[src/rtl/tick_scheduler_if.sv]
// Configuration handshake bundle for tick_scheduler: a valid/ready channel
// carrying a target channel index and a new divide ratio.
interface tick_scheduler_if #(
   parameter int unsigned CNT_W = 16
);
   logic             cfg_valid_i;
   logic             cfg_ready_o;
   logic [1:0]       cfg_ch_i;
   logic [CNT_W-1:0] cfg_div_i;

   modport master (
      output cfg_valid_i,
      output cfg_ch_i,
      output cfg_div_i,
      input  cfg_ready_o
   );

   modport slave (
      input  cfg_valid_i,
      input  cfg_ch_i,
      input  cfg_div_i,
      output cfg_ready_o
   );
endinterface

[src/rtl/tick_scheduler.sv]
// Shared time base: one prescaler produces a base tick, and three channels
// divide it down to a one-cycle tick strobe and a 50% duty square wave each.
// Divide ratios can be rewritten at run time through the config handshake.
module tick_scheduler #(
   parameter int unsigned CLK_HZ  = 100_000_000,
   parameter int unsigned BASE_HZ = 1000,
   parameter int unsigned CNT_W   = 16,
   parameter int unsigned DIV_RST = 250
) (
   input  logic           clk_i,
   input  logic           rst_i,
   input  logic           en_i,
   tick_scheduler_if.slave cfg,
   output logic [2:0]     tick_o,
   output logic [2:0]     sq_o,
   output logic           run_o
);

   localparam int unsigned PRE      = CLK_HZ / BASE_HZ;
   localparam int unsigned PRE_W    = (PRE > 1) ? $clog2(PRE) : 1;
   localparam logic [PRE_W-1:0] PRE_LAST = PRE_W'(PRE - 1);
   localparam logic [PRE_W-1:0] PRE_ONE  = PRE_W'(1);
   localparam logic [CNT_W-1:0] CNT_ONE  = CNT_W'(1);
   localparam logic [CNT_W-1:0] DIV_INIT = CNT_W'(DIV_RST);

   typedef enum logic [1:0] {
      IDLE = 2'd0,
      RUN  = 2'd1,
      LOAD = 2'd2
   } state_t;

   state_t           state_q;
   logic             ready_q;
   logic [PRE_W-1:0] pre_q;
   logic [CNT_W-1:0] div_q [3];
   logic [CNT_W-1:0] cnt_q [3];

   logic             xfer;
   logic             base_tick;
   logic [2:0]       hit;
   logic [2:0]       term;

   assign cfg.cfg_ready_o = ready_q;

   // Handshake decode, base tick, per-channel write hit and terminal count.
   always_comb begin
      xfer      = cfg.cfg_valid_i & ready_q;
      base_tick = (state_q == RUN) && (pre_q == PRE_LAST);
      hit       = '0;
      term      = '0;
      for (int unsigned k = 0; k < 3; k++) begin
         hit[k]  = xfer && (cfg.cfg_ch_i == 2'(k));
         term[k] = (cnt_q[k] == (div_q[k] - CNT_ONE));
      end
   end

   // Control FSM; ready and run are registered from the next state.
   always_ff @(posedge clk_i or posedge rst_i) begin
      if (rst_i) begin
         state_q <= IDLE;
         ready_q <= 1'b1;
         run_o   <= 1'b0;
      end else begin
         case (state_q)
            IDLE, RUN: begin
               if (xfer) begin
                  state_q <= LOAD;
                  ready_q <= 1'b0;
                  run_o   <= 1'b0;
               end else if (en_i) begin
                  state_q <= RUN;
                  ready_q <= 1'b1;
                  run_o   <= 1'b1;
               end else begin
                  state_q <= IDLE;
                  ready_q <= 1'b1;
                  run_o   <= 1'b0;
               end
            end
            LOAD: begin
               ready_q <= 1'b1;
               if (en_i) begin
                  state_q <= RUN;
                  run_o   <= 1'b1;
               end else begin
                  state_q <= IDLE;
                  run_o   <= 1'b0;
               end
            end
            default: begin
               state_q <= IDLE;
               ready_q <= 1'b1;
               run_o   <= 1'b0;
            end
         endcase
      end
   end

   // Prescaler: counts in RUN, holds through LOAD, cleared while idle.
   always_ff @(posedge clk_i or posedge rst_i) begin
      if (rst_i) begin
         pre_q <= '0;
      end else begin
         case (state_q)
            RUN:     pre_q <= (pre_q == PRE_LAST) ? '0 : pre_q + PRE_ONE;
            LOAD:    pre_q <= pre_q;
            default: pre_q <= '0;
         endcase
      end
   end

   // Channel dividers; a config write to a channel wins over its base tick.
   always_ff @(posedge clk_i or posedge rst_i) begin
      if (rst_i) begin
         for (int unsigned k = 0; k < 3; k++) begin
            div_q[k] <= DIV_INIT;
            cnt_q[k] <= '0;
         end
         sq_o   <= '0;
         tick_o <= '0;
      end else begin
         for (int unsigned k = 0; k < 3; k++) begin
            tick_o[k] <= 1'b0;
            if (hit[k]) begin
               div_q[k] <= cfg.cfg_div_i;
               cnt_q[k] <= '0;
               sq_o[k]  <= 1'b0;
            end else if (div_q[k] == '0) begin
               cnt_q[k] <= '0;
               sq_o[k]  <= 1'b0;
            end else if (base_tick) begin
               if (term[k]) begin
                  cnt_q[k]  <= '0;
                  sq_o[k]   <= ~sq_o[k];
                  tick_o[k] <= 1'b1;
               end else begin
                  cnt_q[k] <= cnt_q[k] + CNT_ONE;
               end
            end
         end
      end
   end

endmodule
[src/flat_wrapper.sv]
// flat-port wrapper written by rule: the top's interface ports become plain ports
module tick_scheduler_flat 
#(
   parameter int unsigned CLK_HZ  = 100_000_000,
   parameter int unsigned BASE_HZ = 1000,
   parameter int unsigned CNT_W   = 16,
   parameter int unsigned DIV_RST = 250
)
  (clk_i, rst_i, en_i, tick_o, sq_o, run_o, cfg_cfg_valid_i, cfg_cfg_ch_i, cfg_cfg_div_i, cfg_cfg_ready_o);
  tick_scheduler_if #(.CNT_W(CNT_W)) cfg_i ();
  input  logic clk_i;
  input  logic rst_i;
  input  logic en_i;
  output logic [2:0] tick_o;
  output logic [2:0] sq_o;
  output logic run_o;
  input wire logic [$bits(cfg_i.cfg_valid_i)-1:0] cfg_cfg_valid_i;
  input wire logic [$bits(cfg_i.cfg_ch_i)-1:0] cfg_cfg_ch_i;
  input wire logic [$bits(cfg_i.cfg_div_i)-1:0] cfg_cfg_div_i;
  output wire logic [$bits(cfg_i.cfg_ready_o)-1:0] cfg_cfg_ready_o;
  assign cfg_i.cfg_valid_i = cfg_cfg_valid_i;
  assign cfg_i.cfg_ch_i = cfg_cfg_ch_i;
  assign cfg_i.cfg_div_i = cfg_cfg_div_i;
  assign cfg_cfg_ready_o = cfg_i.cfg_ready_o;
  tick_scheduler #(.CLK_HZ(CLK_HZ), .BASE_HZ(BASE_HZ), .CNT_W(CNT_W), .DIV_RST(DIV_RST)) u_core (.clk_i(clk_i), .rst_i(rst_i), .en_i(en_i), .cfg(cfg_i), .tick_o(tick_o), .sq_o(sq_o), .run_o(run_o));
endmodule
[config.mk]
export PLATFORM = sky130hd
export DESIGN_NAME = tick_scheduler_flat
export DESIGN_NICKNAME = d
export VERILOG_FILES = /design/src/rtl/tick_scheduler_if.sv /design/src/rtl/tick_scheduler.sv /design/src/flat_wrapper.sv
export SDC_FILE = /design/constraint.sdc
export NUM_CORES = 1
export LEC_CHECK = 0
export ABC_AREA = 1
export CAP_MARGIN = 20
export CORE_MARGIN = 1.5
export CORE_UTILIZATION = 65
export CTS_CLUSTER_SIZE = 40
export DETAILED_ROUTE_END_ITERATION = 6
export GPL_TIMING_DRIVEN = 0
export PLACE_DENSITY = 0.82
export SYNTH_ARGS = -nofsm -noshare
export SYNTH_HDL_FRONTEND = slang
export SYNTH_SLANG_ARGS = --single-unit
[constraint.sdc]
create_clock -name clk_i -period 9.1 [get_ports clk_i]
set_input_delay 1.82 -clock clk_i [delete_from_list [all_inputs] [get_ports clk_i]]
set_output_delay 1.82 -clock clk_i [all_outputs]
set_load 0.02 [all_outputs]
==> impl_metrics.ini, run 1 <==
[status]
status = completed

[grt]
grt_remaining_overflow = 0
grt_max_degree = 96
grt_first_pass_wirelength_um = 34500
track_usage_pct = 33.4
grt_antenna_before_repair = 0
grt_pass1_vias = 7244

[die]
dieArea_um2 = 13300
rows = 40
fp.dieW_um = 116
start_util_pct = 67.7
chipHeight_um = 116
core_region_area_um2 = 12200
ioPinCount = 30

[sta]
timing.fmax_mhz = 278
slew_violations = 0
max_slew.worst_pin.slew_ns = 0.937
fin_crit_ns = 3.59
skew_ns = 0.00619
rsz0062_at_grt = false
slew-limit-headroom_pct = 37.3
tns_ns = 0
finalHoldViolations = 0
setup_viol = 0
min_period_over_period_pct = 39.5

[routing]
drcViolationCount = 0
drt-initial-drc-count = 785
antenna_left = 0
vias_per_cell = 5.57
num_vias = 7773
wirelength_um = 20500
first_pass_iters = 5
wl_per_cell_um = 14.7

[worst_hold_path]
timing.hold.worst.start = u_core.state_q[1]
hold_class = reg -> reg

[worst_setup_path]
crit_path_max_fanout = 10
cp_slowest_cell = clkdlybuf4s50_1
cp-start-kind = primary input
endpoint_kind = register
path_delay_family = buffers and inverters
crit_start = cfg_cfg_ch_i[1]
r2r_start = u_core.div_q[16]
crit_path_cell_trace = clkdlybuf4s50_1, inv_1, nor3_1, clkbuf_1, inv_1, clkbuf_1, nand2_1, o21ai_0
crit_type = in -> reg
crit_required_ns = 9.40
critPathMaxStageDelay_ns = 0.50
cp.arrival_ns = 3.89
worst-path-buf-inv = 5

[place]
place_hpwl_um = 15300
io_buffers = 29
gp_congestion = 0.971
dpl_cell_area_um2 = 8760

[synth]
netlist_area_um2 = 8230
synth_edf_count = 0
synth_xor_xnor_area_share_pct = 8.09
syn_avg_cell_area_um2 = 7.06
synth.distinct_cells = 44
synth_fa_ha_area_share_pct = 1.06
yosys.area.top_type_share_pct = 31.3
yosys_warnings = 0
ys_top_cells_by_area = dfrtp_1 31%, nand2_1 15%, inv_1 6.6%
yosysTopAreaCell = dfrtp_1
seq_area_frac_synth_pct = 37.4
synth_commonest_cells = 325 x nand2_1, 144 x inv_1, 131 x nor2_1
synth_mux_area_share_pct = 0
synth-compound-area-share_pct = 8.65
synth_top_family_by_area = simple AND/OR/NAND/NOR gates
syn-num-nets = 1194
synthFlopType = dfrtp_1
synthSimpleGateAreaFrac_pct = 36.4
syn_inst = 1165
async_reset_ff_share_pct = 100
ys_ff_latch = 122
yosysMostFrequentCell = nand2_1

[clock_tree]
cts_resized = 0
cts.sinks = 122
cts_hold_buf = 0
clk_pin_slew_ns = 0.06
cts_root_buf = clkbuf_16
cts_setup_buffers = 0
clock_latency_ns = 0.43
cts_tree = done
cts_buffers = 17
cts_buffer_depth = 2
htree_levels = 4

[power_and_ir_drop]
power.density_nw_per_um2 = 196
power_mw = 1.84
switchingPower_mw = 0.638
power.share.sequential_pct = 37.2
internal_power_mw = 1.20
vdd_drop_max_v = 0.000151
p_leak_nw = 4.41
p_comb_share_pct = 25.6
p_sw_share_pct = 34.7
clkPwrFrac_pct = 37.1

[job]
max_cap_viol_count = 0

[cells_and_area]
finalNetCount = 1243
drive_above_1_share_pct = 10.3
area_growth_pct = 13.7
antenna_cells = 0
fin_area_um2 = 9360
## sequential cells by signal (all words and copies together), names as in the netlist
signal	flops
u_core.cfg.cfg_ready_o	1
u_core.div_q	48
u_core.sq_o	3
u_core.pre_q	17
u_core.tick_o	3
u_core.cnt_q	48
u_core.state_q	2
## cell families (layout without fill, tap and decap cells)
group | after synthesis | after routing
compound gates | 127 | 127
flops | 122 | 122
xor+xnor | 76 | 76
buf+inv | 174 | 236
simple gates | 659 | 659
fa+ha+maj | 7 | 7
## worst register-to-register path, delay by kind of cell (launching register included)
family,cells,cell delay [ns]
buffers and inverters,3,0.51
AO/OA/AOI/OAI,1,0.08
flip-flops,1,0.40
AND/OR/NAND/NOR,7,0.99
adder cells (fa/ha/maj),1,0.35
## cell type report
cell class	count	area, um2
plain buffers	20	115
clock buffers	19	453
clock inverters	13	143
fillers	927	2800
inverters	154	583
multi-input cells	869	4460
flip-flops and latches	122	3080
well taps	168	210
repair buffers	30	318
## cell usage in the layout (no fill, tap or decap), types with 7 or more instances in the layout
cell type	Yosys	layout
clkbuf_1	12	12
clkdlybuf4s50_1	0	29
a21oi_1	18	18
nor2_1	131	131
xor2_1	61	61
nor3_1	19	19
nand4_1	33	33
a21oi_2	10	10
o22ai_1	8	8
inv_1	144	143
nand3b_1	14	14
inv_2	9	9
dfstp_2	19	19
dfrtp_1	103	103
clkbuf_16	0	17
o21ai_0	79	79
nand3_1	78	78
nand2_2	11	11
nor2_2	12	12
xnor2_1	15	15
nand2_1	325	325
nor2_4	10	10
ha_1	7	7
## power by group through the flow
stage	combinational [mW]	sequential (mW)	clock, mW
4_1_cts	0.467	0.682	0.684
6_report	0.471	0.685	0.683
3_5_place_dp	0.462	0.689	0
5_1_grt	0.540	0.692	0.708
3_3_place_gp	0.449	0.689	0
2_1_floorplan	0.354	0.677	0
## through the flow
stage	utilization, %	std cells	setup slack (ns)	hold WS, ns
2_1_floorplan	-	1165	4.07	0.450
3_3_place_gp	71.8	1362	2.41	0.479
3_5_place_dp	72.1	1363	5.07	0.474
4_1_cts	77.0	1395	5.51	0.495
5_1_grt	77.0	1395	5.36	0.545
6_report	77.0	1395	5.51	0.493
## routing by layer
| metal | GRT usage, % | wire length [um] | vias up |
|---|---|---|---|
| li1 | - | - | 3831 |
| met3 | 6.22 | 1370 | 63 |
| met5 | 0 | 0 | - |
| met4 | 15.4 | 806 | 0 |
| met1 | 46.5 | 9150 | 3591 |
| met2 | 51.0 | 9210 | 288 |
## path summary, 6_finish.rpt
| kind | endpoint | slack [ns] | cells past startpoint |
|---|---|---|---|
| worst min-delay path | u_core.state_q[1] | 0.49 | 1 |
| max in group asynchronous | u_core.div_q[35] | 6.61 | 3 |
| min in group asynchronous | u_core.cnt_q[31] | 1.74 | 2 |
| worst min register to register | u_core.state_q[1] | 0.49 | 1 |
| worst max register to register | u_core.cnt_q[21] | 6.64 | 12 |
| worst max-delay path | u_core.div_q[10] | 5.51 | 8 |
Power figures use the tool's default switching activity.
==> inputs of run 2 (changes only) <==
--- a/config.mk
+++ b/config.mk
@@ -8,11 +8,11 @@
 export ABC_AREA = 1
 export CAP_MARGIN = 20
 export CORE_MARGIN = 1.5
-export CORE_UTILIZATION = 65
+export CORE_UTILIZATION = 56
 export CTS_CLUSTER_SIZE = 40
 export DETAILED_ROUTE_END_ITERATION = 6
 export GPL_TIMING_DRIVEN = 0
-export PLACE_DENSITY = 0.82
+export PLACE_DENSITY = 0.75
 export SYNTH_ARGS = -nofsm -noshare
 export SYNTH_HDL_FRONTEND = slang
 export SYNTH_SLANG_ARGS = --single-unit
==> constraint.sdc (replaced) <==
create_clock -name clk_i -period 3 [get_ports clk_i]
set_input_delay 0.6 -clock clk_i [delete_from_list [all_inputs] [get_ports clk_i]]
set_output_delay 0.6 -clock clk_i [all_outputs]
set_load 0.02 [all_outputs]
==> run 2 against run 1 <==
Net effect: clock-buffer cell count did not move; die area rose by 16%; design area rose by 0.96%; register-to-register slack got worse by 6.0 ns; first-iteration DRC count fell by 17%; critical endpoint is now u_core.div_q[9]; largest cell class unchanged; largest power group is now clock; highest routed layer unchanged.
==> impl_metrics.ini, run 2 (synthesized netlist as in run 1, its figures left out) <==
[clock_tree]
clk_pin_slew_ns = 0.06
cts_setup_buffers = 0
clock_latency_ns = 0.42
cts_hold_buf = 0
cts_buffers = 17
cts.sinks = 122
cts_root_buf = clkbuf_16
cts_tree = done
htree_levels = 4
cts_resized = 0
cts_buffer_depth = 2

[sta]
rsz0062_at_grt = false
setup_viol = 0
slew-limit-headroom_pct = 36.8
tns_ns = 0
timing.fmax_mhz = 411
skew_ns = 0.00551
finalHoldViolations = 0
slew_violations = 0
fin_crit_ns = 2.43
max_slew.worst_pin.slew_ns = 0.945
min_period_over_period_pct = 81.1

[place]
dp.cells = 1381
gp_congestion = 0.931
place_hpwl_um = 15500
io_buffers = 29

[job]
max_cap_viol_count = 0

[cells_and_area]
drive_above_1_share_pct = 10.3
area_growth_pct = 14.8
fill_cells = 1263
antenna_cells = 0
reg_top3 = u_core.cnt_q (48), u_core.div_q (48), u_core.pre_q (17)
final_cell_mix = 325 x nand2_1, 143 x inv_1, 131 x nor2_1
layout.cells.non_filler = 1413
finalNetCount = 1245
layout_commonest_cell = nand2_1

[routing]
first_pass_iters = 5
drt-initial-drc-count = 655
wirelength_um = 20400
num_vias = 7680
vias_per_cell = 5.44
antenna_left = 0
wl_per_cell_um = 14.4
drcViolationCount = 0

[die]
dieArea_um2 = 15400
core_region_area_um2 = 14400
start_util_pct = 57.1
chipHeight_um = 124
fp.dieW_um = 124
ioPinCount = 30
rows = 44

[grt]
grt_first_pass_wirelength_um = 33900
grt_pass1_vias = 7018
grt_antenna_before_repair = 0
track_usage_pct = 26.9
grt_max_degree = 44
grt_remaining_overflow = 0

[worst_hold_path]
hold_class = reg -> reg

[power_and_ir_drop]
vdd_drop_max_v = 0.000435
power.density_nw_per_um2 = 606
power_mw = 5.72
p_leak_nw = 4.44

[worst_setup_path]
critPathMaxStageDelay_ns = 0.50
path_delay_family = buffers and inverters
worst-path-buf-inv = 4
crit_path_cell_trace = clkdlybuf4s50_1, nand2_1, nor3_1, clkbuf_1, inv_1, clkbuf_1, nand2_1, o21ai_0
crit_required_ns = 3.29
crit_path_max_fanout = 10
cp-start-kind = primary input
endpoint_kind = register
cp_slowest_cell = clkbuf_1
crit_type = in -> reg
cp.arrival_ns = 2.72

[status]
status = completed
==> run 2: cell types whose count changed in the layout (fill, tap and decap cells not counted) <==
| cell | before | now |
|---|---|---|
| buf_12 | 0 | 3 |
| buf_16 | 1 | 0 |
| bufinv_16 | 2 | 4 |
| clkbuf_1 | 12 | 13 |
| clkbuf_8 | 2 | 1 |
| clkinv_2 | 2 | 1 |
| clkinvlp_4 | 5 | 4 |
==> run 2: stage by stage <==
step	area [um2]	setup WS (ns)	hold WS (ns)	util (%)
floorplan	8230	0.918	0.450	-
global placement	8750	-0.269	0.482	60.7
detailed placement	8810	0.167	0.482	61.1
CTS	9450	0.608	0.492	65.5
global route	9450	0.354	0.520	65.5
finish	9450	0.568	0.487	65.5
==> run 2: worst paths after layout <==
path / startpoint / endpoint / slack [ns] / depth (start not counted)
setup / recovery: cfg_cfg_valid_i / u_core.div_q[9] / 0.57 / 8
setup reg to reg: u_core.div_q[16] / u_core.cnt_q[26] / 0.68 / 12
min in group asynchronous: rst_i / u_core.pre_q[12] / 0.50 / 2
hold reg to reg: u_core.state_q[1] / u_core.state_q[1] / 0.49 / 1
hold / removal: u_core.state_q[1] / u_core.state_q[1] / 0.49 / 1
max in group asynchronous: rst_i / u_core.div_q[38] / 1.43 / 5
==> run 2: where the power goes <==
part	internal, mW	switching, mW	total (mW)
clock	1.42	0.798	2.22
sequential	1.85	0.230	2.08
combinational	0.527	0.897	1.42
==> run 2: final cells by class <==
class / instances / area, um2 / share of cell area [%]
Clock buffer: 19 / 443 / 4.69
Tap cell: 184 / 230 / 2.44
Buffer: 20 / 115 / 1.22
Clock inverter: 13 / 191 / 2.03
Timing Repair Buffer: 32 / 350 / 3.71
Inverter: 154 / 582 / 6.16
Sequential cell: 122 / 3080 / 32.6
Multi-Input combinational cell: 869 / 4460 / 47.2
==> run 2: routing by layer <==
| metal | wire, um | GRT usage [%] |
|---|---|---|
| met5 | 0 | 0 |
| met4 | 510 | 10.1 |
| met3 | 1070 | 4.27 |
| met2 | 9540 | 43.7 |
| met1 | 9240 | 36.4 |
